### src/rtl/spm_pkg.sv
// Shared definitions for the serial-parallel multiplier.
//   state_t        : controller states (IDLE, RUN)
//   cnt_w()        : width of the bit counter for a given operand width
//   SPM_MAX_WIDTH  : largest supported operand width
package spm_pkg;

  localparam int SPM_MAX_WIDTH = 64;

  typedef enum logic {
    IDLE = 1'b0,
    RUN  = 1'b1
  } state_t;

  // The counter must hold 0 .. 2*width-1, with one spare bit.
  function automatic int cnt_w(input int width);
    return $clog2(2 * width) + 1;
  endfunction

endpackage

### src/rtl/spm_seq_if.sv
// Handshake and result bundle for spm_seq.
//   start/mc/mp/tc_mode : request and operands (driven by the requester)
//   ready/busy          : controller status
//   p/p_valid           : serial product, LSB first
//   done/prod           : completion pulse and parallel product
// Modports: master = requester side, slave = multiplier side.
interface spm_seq_if #(
  parameter int WIDTH = 32
);

  logic               start;
  logic [WIDTH-1:0]   mc;
  logic [WIDTH-1:0]   mp;
  logic               tc_mode;
  logic               ready;
  logic               busy;
  logic               p;
  logic               p_valid;
  logic               done;
  logic [2*WIDTH-1:0] prod;

  modport master (
    output start, mc, mp, tc_mode,
    input  ready, busy, p, p_valid, done, prod
  );

  modport slave (
    input  start, mc, mp, tc_mode,
    output ready, busy, p, p_valid, done, prod
  );

endinterface

### src/rtl/spm_csa_slice.sv
// One-bit carry-save cell of the serial-parallel multiplier.
//   clk, rst (sync, active-low), clr (sync clear of both registers)
//   a       : multiplicand bit
//   b       : current serial multiplier bit
//   sin     : sum register of the slice above
//   msb_sub : subtract the partial product instead of adding it
//   sum     : registered sum bit, handed to the slice below
//   carry   : registered carry (or borrow) fed back into this slice
module spm_csa_slice (
  input  logic clk,
  input  logic rst,
  input  logic clr,
  input  logic a,
  input  logic b,
  input  logic sin,
  input  logic msb_sub,
  output logic sum,
  output logic carry
);

  logic pp;

  assign pp = a & b;

  // Add form:      sum + 2*carry = sin + pp + carry
  // Subtract form: sum - 2*carry = sin - pp - carry  (carry holds a borrow)
  always_ff @(posedge clk) begin
    if (!rst || clr) begin
      sum   <= 1'b0;
      carry <= 1'b0;
    end else begin
      sum <= pp ^ sin ^ carry;
      if (msb_sub) carry <= (pp & carry) | (~sin & (pp | carry));
      else         carry <= (pp & carry) | (sin & (pp | carry));
    end
  end

endmodule

### src/rtl/spm_seq.sv
// Parametrised serial-parallel multiplier, unsigned or two's-complement.
//   clk, rst (sync, active-low)
//   bus : spm_seq_if slave port. Operands are taken on a start while ready,
//         the 2*WIDTH-bit product streams out on p/p_valid LSB first and is
//         also presented on prod together with a one-cycle done pulse.
module spm_seq
  import spm_pkg::*;
#(
  parameter int WIDTH = 32,
  parameter int CNT_W = cnt_w(WIDTH)
) (
  input  logic     clk,
  input  logic     rst,
  spm_seq_if.slave bus
);

  localparam logic [CNT_W-1:0] LAST = CNT_W'(2 * WIDTH - 1);

  generate
    if (WIDTH < 2 || WIDTH > SPM_MAX_WIDTH) begin : g_bad_width
      $error("spm_seq: WIDTH out of range");
    end
  endgenerate

  state_t           state;
  logic [CNT_W-1:0] cnt;
  logic [WIDTH-1:0] mc_l;
  logic [WIDTH-1:0] mp_l;
  logic             tc_l;
  logic [WIDTH-1:0] sum;
  logic [WIDTH-1:0] carry;
  logic [WIDTH:0]   sum_ext;
  logic             y;
  logic             clr;
  logic             bit0_next;

  // mp_l is shifted right every run cycle, so bit 0 is always the current
  // serial bit; the fill value supplies zero or sign extension once the
  // real multiplier bits are used up.
  assign y       = mp_l[0];
  assign clr     = (state != RUN);
  assign sum_ext = {1'b0, sum};

  // Same equation slice 0 registers; lets prod complete on the edge that
  // produces the last serial bit instead of one cycle later.
  assign bit0_next = (mc_l[0] & y) ^ sum[1] ^ carry[0];

  assign bus.p = sum[0];

  for (genvar i = 0; i < WIDTH; i++) begin : g_slice
    spm_csa_slice u_slice (
      .clk     (clk),
      .rst     (rst),
      .clr     (clr),
      .a       (mc_l[i]),
      .b       (y),
      .sin     (sum_ext[i+1]),
      .msb_sub (tc_l & (i == WIDTH - 1)),
      .sum     (sum[i]),
      .carry   (carry[i])
    );
  end

  always_ff @(posedge clk) begin
    if (!rst) begin
      state       <= IDLE;
      cnt         <= '0;
      mc_l        <= '0;
      mp_l        <= '0;
      tc_l        <= 1'b0;
      bus.prod    <= '0;
      bus.ready   <= 1'b1;
      bus.busy    <= 1'b0;
      bus.p_valid <= 1'b0;
      bus.done    <= 1'b0;
    end else begin
      case (state)
        IDLE: begin
          bus.p_valid <= 1'b0;
          bus.done    <= 1'b0;
          if (bus.start) begin
            mc_l      <= bus.mc;
            mp_l      <= bus.mp;
            tc_l      <= bus.tc_mode;
            cnt       <= '0;
            bus.prod  <= '0;
            bus.ready <= 1'b0;
            bus.busy  <= 1'b1;
            state     <= RUN;
          end else begin
            bus.ready <= 1'b1;
            bus.busy  <= 1'b0;
          end
        end
        RUN: begin
          mp_l        <= {tc_l & mp_l[WIDTH-1], mp_l[WIDTH-1:1]};
          cnt         <= cnt + CNT_W'(1);
          bus.prod    <= {bit0_next, bus.prod[2*WIDTH-1:1]};
          bus.p_valid <= 1'b1;
          // Leaving RUN here makes the done cycle an IDLE cycle, so a new
          // start is accepted straight away.
          if (cnt == LAST) begin
            bus.ready <= 1'b1;
            bus.busy  <= 1'b0;
            bus.done  <= 1'b1;
            state     <= IDLE;
          end
        end
        default: state <= IDLE;
      endcase
    end
  end

endmodule

### src/flat_wrapper.sv
// flat-port wrapper written by rule: the top's interface ports become plain ports
module spm_seq_flat import spm_pkg::*;
#(
  parameter int WIDTH = 32,
  parameter int CNT_W = cnt_w(WIDTH)
)
  (clk, rst, bus_start, bus_mc, bus_mp, bus_tc_mode, bus_ready, bus_busy, bus_p, bus_p_valid, bus_done, bus_prod);
  spm_seq_if #(.WIDTH(WIDTH)) bus_i ();
  input  logic clk;
  input  logic rst;
  input wire logic [$bits(bus_i.start)-1:0] bus_start;
  input wire logic [$bits(bus_i.mc)-1:0] bus_mc;
  input wire logic [$bits(bus_i.mp)-1:0] bus_mp;
  input wire logic [$bits(bus_i.tc_mode)-1:0] bus_tc_mode;
  output wire logic [$bits(bus_i.ready)-1:0] bus_ready;
  output wire logic [$bits(bus_i.busy)-1:0] bus_busy;
  output wire logic [$bits(bus_i.p)-1:0] bus_p;
  output wire logic [$bits(bus_i.p_valid)-1:0] bus_p_valid;
  output wire logic [$bits(bus_i.done)-1:0] bus_done;
  output wire logic [$bits(bus_i.prod)-1:0] bus_prod;
  assign bus_i.start = bus_start;
  assign bus_i.mc = bus_mc;
  assign bus_i.mp = bus_mp;
  assign bus_i.tc_mode = bus_tc_mode;
  assign bus_ready = bus_i.ready;
  assign bus_busy = bus_i.busy;
  assign bus_p = bus_i.p;
  assign bus_p_valid = bus_i.p_valid;
  assign bus_done = bus_i.done;
  assign bus_prod = bus_i.prod;
  spm_seq #(.WIDTH(WIDTH), .CNT_W(CNT_W)) u_core (.clk(clk), .rst(rst), .bus(bus_i));
endmodule
### config.mk
export PLATFORM = sky130hd
export DESIGN_NAME = spm_seq_flat
export DESIGN_NICKNAME = d
export VERILOG_FILES = /design/src/rtl/spm_pkg.sv /design/src/rtl/spm_seq_if.sv /design/src/rtl/spm_csa_slice.sv /design/src/rtl/spm_seq.sv /design/src/flat_wrapper.sv
export SDC_FILE = /design/constraint.sdc
export NUM_CORES = 1
export LEC_CHECK = 0
export ABC_AREA = 1
export CORE_UTILIZATION = 54
export DETAILED_ROUTE_END_ITERATION = 10
export PLACE_DENSITY = 0.8
export SYNTH_ARGS = -nofsm -noshare
export SYNTH_HDL_FRONTEND = slang
export SYNTH_HIERARCHICAL = 1
export SYNTH_SLANG_ARGS = --single-unit
### constraint.sdc
create_clock -name clk -period 3.33 [get_ports clk]
set_input_delay 0.4995 -clock clk [delete_from_list [all_inputs] [get_ports clk]]
set_output_delay 0.4995 -clock clk [all_outputs]
set_load 0.005 [all_outputs]
==> results.cfg, run 1 <==
[sta]
period_needed_ns = 1.91
setup_viol = 0
max_clock_freq_mhz = 524
rsz0062_at_grt = no
finalCritPeriodShare = 0.574
drv_slew = 0
fin_skew_ns = 0.0120
setup_tns_ns = 0
hold_slack_ns = 0.339
final-hold-violation-count = 0
tightest_slew_ns = 1.03
max_slew_margin = 0.314

[routing]
routed_via_density = 5.10
drt-total-wl_um = 18300
drc = 0
antenna_left = 0
vias = 7454
wl_per_cell_um = 12.5
first_iter_violations = 493
firstDrtPassIters = 5

[synth]
syn_inst = 1087
ys_top_cells_by_area = dfxtp_1 48%, nand2_1 11%, a32o_1 7.5%
syn_area_um2 = 8590
synth_top_area_cell = dfxtp_1
syn_area_per_cell_um2 = 7.90
netlist.area_leader.share = 0.478
ys_ff_latch = 205
ys_warn_count = 6
yosysSeqAreaShare = 0.478
synth.distinct_cells = 24

[final_layout]
layout_common_cells = 243 x nand2_1, 204 x dfxtp_1, 135 x clkdlybuf4s50_1
final_common_cell = nand2_1
layout-drive-gt1-share = 0.0855
nets = 1309
area_delta_synth_final_pct = 26.8
fin_area_um2 = 10900
num_antenna_cells = 0

[grt]
track_usage = 0.227
grt_overflow = 0
antenna_found_initial = 0
grt_pass1_vias = 6806
grt_max_degree = 168
grt_pass1_wl_um = 30900

[floorplanning]
fp.coreArea_um2 = 15400
rows = 45
pin_count = 137
dieArea_um2 = 16400
dieHeight_um = 128
fp.dieW_um = 128
start_util = 0.559

[placed_design]
io_buffers = 136
post_dp_cell_area_um2 = 10200
place.gp.congestion = 0.754
dpl.hpwl_um = 11100

[worst_setup_path]
worstSetupPathType = register to output pin
crit_slowest_cell = clkdlybuf4s50_1
startpoint_type = register
cp_top_family = buffers and inverters
path_cells = clkdlybuf4s50_1
cp-end-kind = output pin
critical_path_buf_inv_count = 1
reg2reg_setup_slack_ns = 1.52
critPathMaxStageDelay_ns = 0.56
cp_max_fo = 3
arrival_ns = 1.41
regToRegEndpoint = u_core/cnt[5]$_SDFFE_PN0P_
cp_data_required_time_ns = 2.83
timing.rr.start = u_core/state$_SDFF_PN0_
reg2reg_depth = 5

[pwr]
power_density_nw_per_um2 = 503
power_frac_seq = 0.472
worst_ir_drop_vdd_uv = 378
intPower_mw = 4.23
power_frac_clock = 0.447
leakagePower_nw = 4.35
p_sw_mw = 1.24
p_comb_frac = 0.082
swShare = 0.226

[clock_network]
ctsHoldBuffers = 0
cts-resized-gates = 0
htreeDepth = 1
insertion_delay_ns = 0.49
cts_buffer_depth = 3
cts.sinks = 205
cts_tree = done
cts_setup_buffers = 0
path_clk_slew_ns = 0.05
cts-root-buf = clkbuf_16
numCtsBuffers = 22

[status]
outcome = complete, no violations

[run]
max_cap_violations = 0

[min_path]
holdPathStages = 3
min_to = u_core/bus.done$_SDFFE_PN0P_
hold_class = input pin to register
hp-start = rst
-- cell usage after synthesis, drive strengths merged --
library cell / n
a21oi: 74
a32o: 64
buf: 31
clkbuf: 17
conb: 1
dfxtp: 205
ha: 1
inv: 107
nand2: 275
nand3: 105
nor2: 136
nor3: 2
nor4: 1
o21ai: 36
xnor2: 32
-- logic make-up after synthesis --
group / Yosys count / share of synthesized area
simple gates: 519 / 0.272
flops: 205 / 0.478
compound gates: 174 / 0.139
buf+inv: 155 / 0.0764
xor+xnor: 32 / 0.0326
fa+ha+maj: 1 / 0.00146
other cells: 1 / 0.000437
-- final cells by class --
cell class,instances,area (um^2)
Timing Repair Buffer,144,1440
Tap cell,211,264
Clock buffer,32,629
Sequential cell,205,4110
Inverter,107,402
Multi-Input combinational cell,760,3950
Fill cell,1249,4490
Clock inverter,3,90.1
-- registers in the layout, indices dropped and copies added (netlist names), 7 cells and up --
signal and flops:
u_core/mc_l 32, u_core/bus.prod 64, u_core/cnt 7, u_core/g_slice.u_slice/carry 32, u_core/mp_l 32, u_core/g_slice.u_slice/sum 32
-- power by group through the flow --
stage | clock network, mW | registers (mW) | logic (mW)
after floorplan | 0 | 2.63 | 0.290
after global placement | 0 | 2.63 | 0.437
after detailed placement | 0 | 2.63 | 0.444
after CTS | 2.50 | 2.58 | 0.448
after global routing | 2.60 | 2.59 | 0.504
final | 2.44 | 2.58 | 0.447
-- worst max path at each step --
| stage | from | endpoint | depth (start not counted) |
|---|---|---|---|
| 6_report | u_core/bus.prod[5]$_SDFFE_PN0P_ | bus_prod[5] | 1 |
| 5_1_grt | u_core/state$_SDFF_PN0_ | u_core/cnt[4]$_SDFFE_PN0P_ | 7 |
| 4_1_cts | u_core/bus.prod[5]$_SDFFE_PN0P_ | bus_prod[5] | 1 |
| 3_5_place_dp | bus_start | u_core/mp_l[31]$_SDFFE_PN0P_ | 6 |
| 3_3_place_gp | bus_start | u_core/mp_l[31]$_SDFFE_PN0P_ | 6 |
| 2_1_floorplan | u_core/mp_l[0]$_SDFFE_PN0P_ | u_core/g_slice[0].u_slice/sum$_SDFF_PP0_ | 5 |
-- layer usage --
| layer | global-route usage | wire, um |
|---|---|---|
| met1 | 0.292 | 8460 |
| met2 | 0.396 | 8720 |
| met3 | 0.0351 | 881 |
| met4 | 0.0581 | 277 |
| met5 | 0 | 0 |
-- stage by stage --
| stage | utilization | instances | total power [mW] | worst slack (ns) |
|---|---|---|---|---|
| after floorplan | - | 1120 | 2.92 | 1.01 |
| final | 0.708 | 1462 | 5.47 | 1.42 |
| after global placement | 0.661 | 1427 | 3.07 | 1.21 |
| after global routing | 0.708 | 1462 | 5.69 | 1.31 |
| after CTS | 0.708 | 1462 | 5.53 | 1.39 |
| after detailed placement | 0.661 | 1427 | 3.08 | 1.20 |
No activity file was read; power rests on OpenSTA's default activity.
==> run 2: changes to the inputs <==
- CORE_UTILIZATION: 54 -> 48
- PLACE_DENSITY: 0.8 -> 0.76
- clock period: 3.33 -> 1.75 ns (I/O delays scaled with it)
==> results.cfg, run 2 (synthesized netlist as in run 1, its figures left out) <==
[status]
outcome = complete, no violations

[placed_design]
place.gp.congestion = 0.730
io_buffers = 136
dpl.hpwl_um = 12300
post_dp_cell_area_um2 = 10400

[final_layout]
final_common_cell = nand2_1
largest_register = u_core/bus.prod
area_delta_synth_final_pct = 28.9
largest_reg_flops = 64
fillers = 1530
num_antenna_cells = 0
layout-drive-gt1-share = 0.0973
fin_area_um2 = 11100
layout_common_cells = 243 x nand2_1, 204 x dfxtp_1, 135 x clkdlybuf4s50_1
nets = 1320

[clock_network]
cts.sinks = 205
cts_tree = done
insertion_delay_ns = 0.50
cts_buffer_depth = 3
cts-resized-gates = 0
cts_setup_buffers = 0
numCtsBuffers = 23
cts-root-buf = clkbuf_16
ctsHoldBuffers = 0
path_clk_slew_ns = 0.06
htreeDepth = 1

[floorplanning]
dieArea_um2 = 18400
pin_count = 137
dieHeight_um = 136
fp.coreArea_um2 = 17400
rows = 48
fp.dieW_um = 136
start_util = 0.495

[grt]
antenna_found_initial = 0
met3_usage = 0.0318
grt_pass1_wl_um = 30800
grt_max_degree = 66
use_met1 = 0.248
grt_overflow = 0
track_usage = 0.203
grt_pass1_vias = 6888
gr-usage-met2 = 0.369
top_usage_layer = met2

[min_path]
hp-start = rst
hold_class = input pin to register
min_to = u_core/mp_l[0]$_SDFFE_PN0P_
holdPathStages = 3

[pwr]
p_sw_mw = 2.45
power_frac_clock = 0.438
worst_ir_drop_vdd_uv = 773
leakagePower_nw = 4.44
power_density_nw_per_um2 = 937
intPower_mw = 7.91
power_frac_seq = 0.473
swShare = 0.237
p_comb_frac = 0.089

[routing]
drt-total-wl_um = 18600
routed_via_density = 5.04
wl_per_cell_um = 12.5
first_iter_violations = 391
vias = 7502
firstDrtPassIters = 5
antenna_left = 0
drc = 0

[run]
max_cap_violations = 0

[sta]
rsz0062_at_grt = no
setup_viol = 0
fin_skew_ns = 0.0189
finalCritPeriodShare = 0.955
period_needed_ns = 1.67
drv_slew = 0
setup_tns_ns = 0
final-hold-violation-count = 0
max_clock_freq_mhz = 598

[worst_setup_path]
cp_top_family = buffers and inverters
cp_data_required_time_ns = 1.49
reg2reg_setup_slack_ns = 0.29
reg2reg_depth = 5
worstSetupPathType = register to output pin
cp-end-kind = output pin
cp_max_fo = 3
timing.rr.start = u_core/state$_SDFF_PN0_
path_cells = clkdlybuf4s50_1
arrival_ns = 1.41
critical_path_buf_inv_count = 1
critPathMaxStageDelay_ns = 0.53
regToRegEndpoint = u_core/g_slice[21].u_slice/carry$_SDFF_PP0_
startpoint_type = register
crit_slowest_cell = clkdlybuf4s50_1
-- run 2: cell count changes in the layout (fill, tap and decap cells not counted) --
cell	before	now
buf_12	2	10
buf_4	7	9
bufinv_16	3	1
clkbuf_1	7	4
clkbuf_8	2	4
clkinv_2	0	4
inv_6	0	2
-- run 2: worst max-delay path by stage --
stage / startpoint / to / slack (ns) / cells after the start
after global placement: bus_start / u_core/mc_l[5]$_SDFFE_PN0P_ / 0.16 / 6
after floorplan: u_core/mp_l[0]$_SDFFE_PN0P_ / u_core/g_slice[0].u_slice/sum$_SDFF_PP0_ / 0.16 / 5
final: u_core/bus.prod[44]$_SDFFE_PN0P_ / bus_prod[44] / 0.08 / 1
after CTS: u_core/bus.prod[44]$_SDFFE_PN0P_ / bus_prod[44] / 0.05 / 1
after detailed placement: bus_start / u_core/mc_l[2]$_SDFFE_PN0P_ / 0.12 / 6
after global routing: u_core/bus.prod[44]$_SDFFE_PN0P_ / bus_prod[44] / 0.03 / 1
-- run 2: layout make-up --
| cell class | count | area (um^2) | area share |
|---|---|---|---|
| clock inverters | 7 | 67.6 | 0.00610 |
| inverters | 107 | 402 | 0.0363 |
| clock buffers | 31 | 646 | 0.0583 |
| well taps | 225 | 282 | 0.0254 |
| multi-input cells | 760 | 3950 | 0.357 |
| flip-flops and latches | 205 | 4110 | 0.371 |
| repair buffers | 154 | 1620 | 0.146 |
-- run 2: stage by stage --
stage,setup slack [ns],power [mW],utilization,hold WS [ns],std cells
after floorplan,0.163,5.55,-,0.397,1120
after global placement,0.162,5.91,0.597,0.448,1451
after detailed placement,0.121,5.92,0.597,0.452,1451
after CTS,0.0543,10.5,0.638,0.0710,1489
after global routing,0.0272,10.8,0.638,0.105,1489
final,0.0785,10.4,0.638,0.0831,1489
-- run 2: metal layers --
layer,up-vias,routed length (um)
met5,-,0
met4,0,288
met3,21,889
met2,156,9000
met1,3464,8470
li1,3861,-
-- run 2: power by group through the flow --
stage / combinational, mW / sequential (mW) / clock (mW)
after floorplan: 0.551 / 5.00 / 0
after global placement: 0.904 / 5.00 / 0
after detailed placement: 0.917 / 5.01 / 0
after CTS: 0.925 / 4.90 / 4.65
after global routing: 1.03 / 4.92 / 4.82
final: 0.919 / 4.91 / 4.55
==> run 3: changes to the inputs <==
- CORE_UTILIZATION: 48 -> 58
- PLACE_DENSITY: 0.76 -> 0.85
- clock period: 1.75 -> 2.05 ns (I/O delays scaled with it)
==> results.cfg, run 3 (synthesized netlist as in run 1, its figures left out) <==
[status]
outcome = complete, no violations

[min_path]
hold_class = input pin to register
holdPathStages = 3
min_to = u_core/bus.done$_SDFFE_PN0P_
hp-start = rst

[floorplanning]
dieArea_um2 = 15300
fp.coreArea_um2 = 14500
rows = 44
fp.dieW_um = 124
dieHeight_um = 124
pin_count = 137
start_util = 0.593

[placed_design]
post_dp_cell_area_um2 = 10200
dpl.hpwl_um = 11200
place.gp.congestion = 0.752
io_buffers = 136
post-place-ws_ns = 0.143

[run]
max_cap_violations = 0

[sta]
setup_viol = 0
tightest_slew_ns = 0.774
fin_skew_ns = 0.00929
setup_tns_ns = 0
final-hold-violation-count = 0
max_clock_freq_mhz = 584
period_needed_ns = 1.71
drv_slew = 0
setup_ws_ns = 0.338
finalCritPeriodShare = 0.835
max_slew_margin = 0.483
rsz0062_at_grt = no

[worst_setup_path]
worstSetupPathType = register to output pin
cp_max_fo = 3
timing.rr.start = u_core/state$_SDFF_PN0_
arrival_ns = 1.40
regToRegEndpoint = u_core/cnt[3]$_SDFFE_PN0P_
cp_data_required_time_ns = 1.74
critPathMaxStageDelay_ns = 0.53
path_cells = clkdlybuf4s50_1
cp_top_family = buffers and inverters
cp-end-kind = output pin
critical_path_buf_inv_count = 1
crit_slowest_cell = clkdlybuf4s50_1
reg2reg_depth = 4
reg2reg_setup_slack_ns = 0.40
startpoint_type = register

[clock_network]
cts.sinks = 205
cts_buffer_depth = 3
insertion_delay_ns = 0.49
htreeDepth = 1
path_clk_slew_ns = 0.06
cts-resized-gates = 0
cts_setup_buffers = 0
ctsHoldBuffers = 0
cts-root-buf = clkbuf_16
numCtsBuffers = 21
cts_tree = done

[final_layout]
fillers = 1042
largest_reg_flops = 64
layout_common_cells = 243 x nand2_1, 204 x dfxtp_1, 135 x clkdlybuf4s50_1
area_delta_synth_final_pct = 26.5
largest_register = u_core/bus.prod
fin_area_um2 = 10900
final_common_cell = nand2_1
num_antenna_cells = 0
nets = 1309
layout-drive-gt1-share = 0.0917

[routing]
drt-total-wl_um = 18400
firstDrtPassIters = 5
first_iter_violations = 410
antenna_left = 0
drc = 0
wl_per_cell_um = 12.8
routed_via_density = 5.24
vias = 7535

[grt]
grt_pass1_vias = 6765
grt_overflow = 0
track_usage = 0.236
grt_max_degree = 103
grt_pass1_wl_um = 29700
antenna_found_initial = 0

[pwr]
power_density_nw_per_um2 = 800
leakagePower_nw = 4.36
worst_ir_drop_vdd_uv = 537
## run 3: changes by cell type in the layout (fill, tap and decap cells not counted), sizes merged
cell | before | now
buf | 19 | 10
inv | 109 | 107
clkinv | 4 | 6
clkbuf | 31 | 30
## run 3: metal layers
layer | up-vias | track usage | wire, um
li1 | 3836 | - | -
met3 | 31 | 0.0362 | 1190
met1 | 3468 | 0.283 | 7990
met5 | - | 0 | 0
met2 | 200 | 0.428 | 8920
met4 | 0 | 0.0745 | 346
## run 3: report_power, final
group | leakage (nW) | switching, mW | internal, mW
clock network | 0.349 | 1.51 | 2.25
logic | 2.35 | 0.437 | 0.303
registers | 1.67 | 0.0926 | 4.10
## run 3: metrics by stage
step                std cells  power [mW]   util  hold WS (ns)
detailed placement       1401        5.01  0.703         0.440
floorplan                1120        4.74      -         0.440
finish                   1438        8.69  0.751         0.166
global route             1438        9.04  0.751         0.166
CTS                      1438        8.78  0.751         0.152
global placement         1401        4.99  0.703         0.439
## run 3: final cells by class
cell class,instances,area [um^2],area share
clock buffers,30,629,0.0579
clock inverters,7,60.1,0.00553
inverters,107,402,0.0370
multi-input cells,760,3950,0.364
flip-flops and latches,205,4110,0.378
well taps,184,230,0.0212
repair buffers,145,1490,0.137
## run 3: worst max-delay path by stage
stage | startpoint | end | slack (ns) | depth (start not counted)
2_1_floorplan | u_core/mp_l[0]$_SDFFE_PN0P_ | u_core/g_slice[0].u_slice/sum$_SDFF_PP0_ | 0.46 | 5
3_3_place_gp | bus_start | u_core/cnt[4]$_SDFFE_PN0P_ | 0.15 | 8
3_5_place_dp | bus_start | u_core/cnt[3]$_SDFFE_PN0P_ | 0.14 | 6
4_1_cts | u_core/bus.prod[3]$_SDFFE_PN0P_ | bus_prod[3] | 0.32 | 1
5_1_grt | u_core/state$_SDFF_PN0_ | u_core/cnt[3]$_SDFFE_PN0P_ | 0.22 | 4
6_report | u_core/bus.prod[3]$_SDFFE_PN0P_ | bus_prod[3] | 0.34 | 1
## run 3: worst min-delay path, cell delays in order
cell,delay [ns]
buf_4,0.15
nand2_1,0.10
a21oi_1,0.04
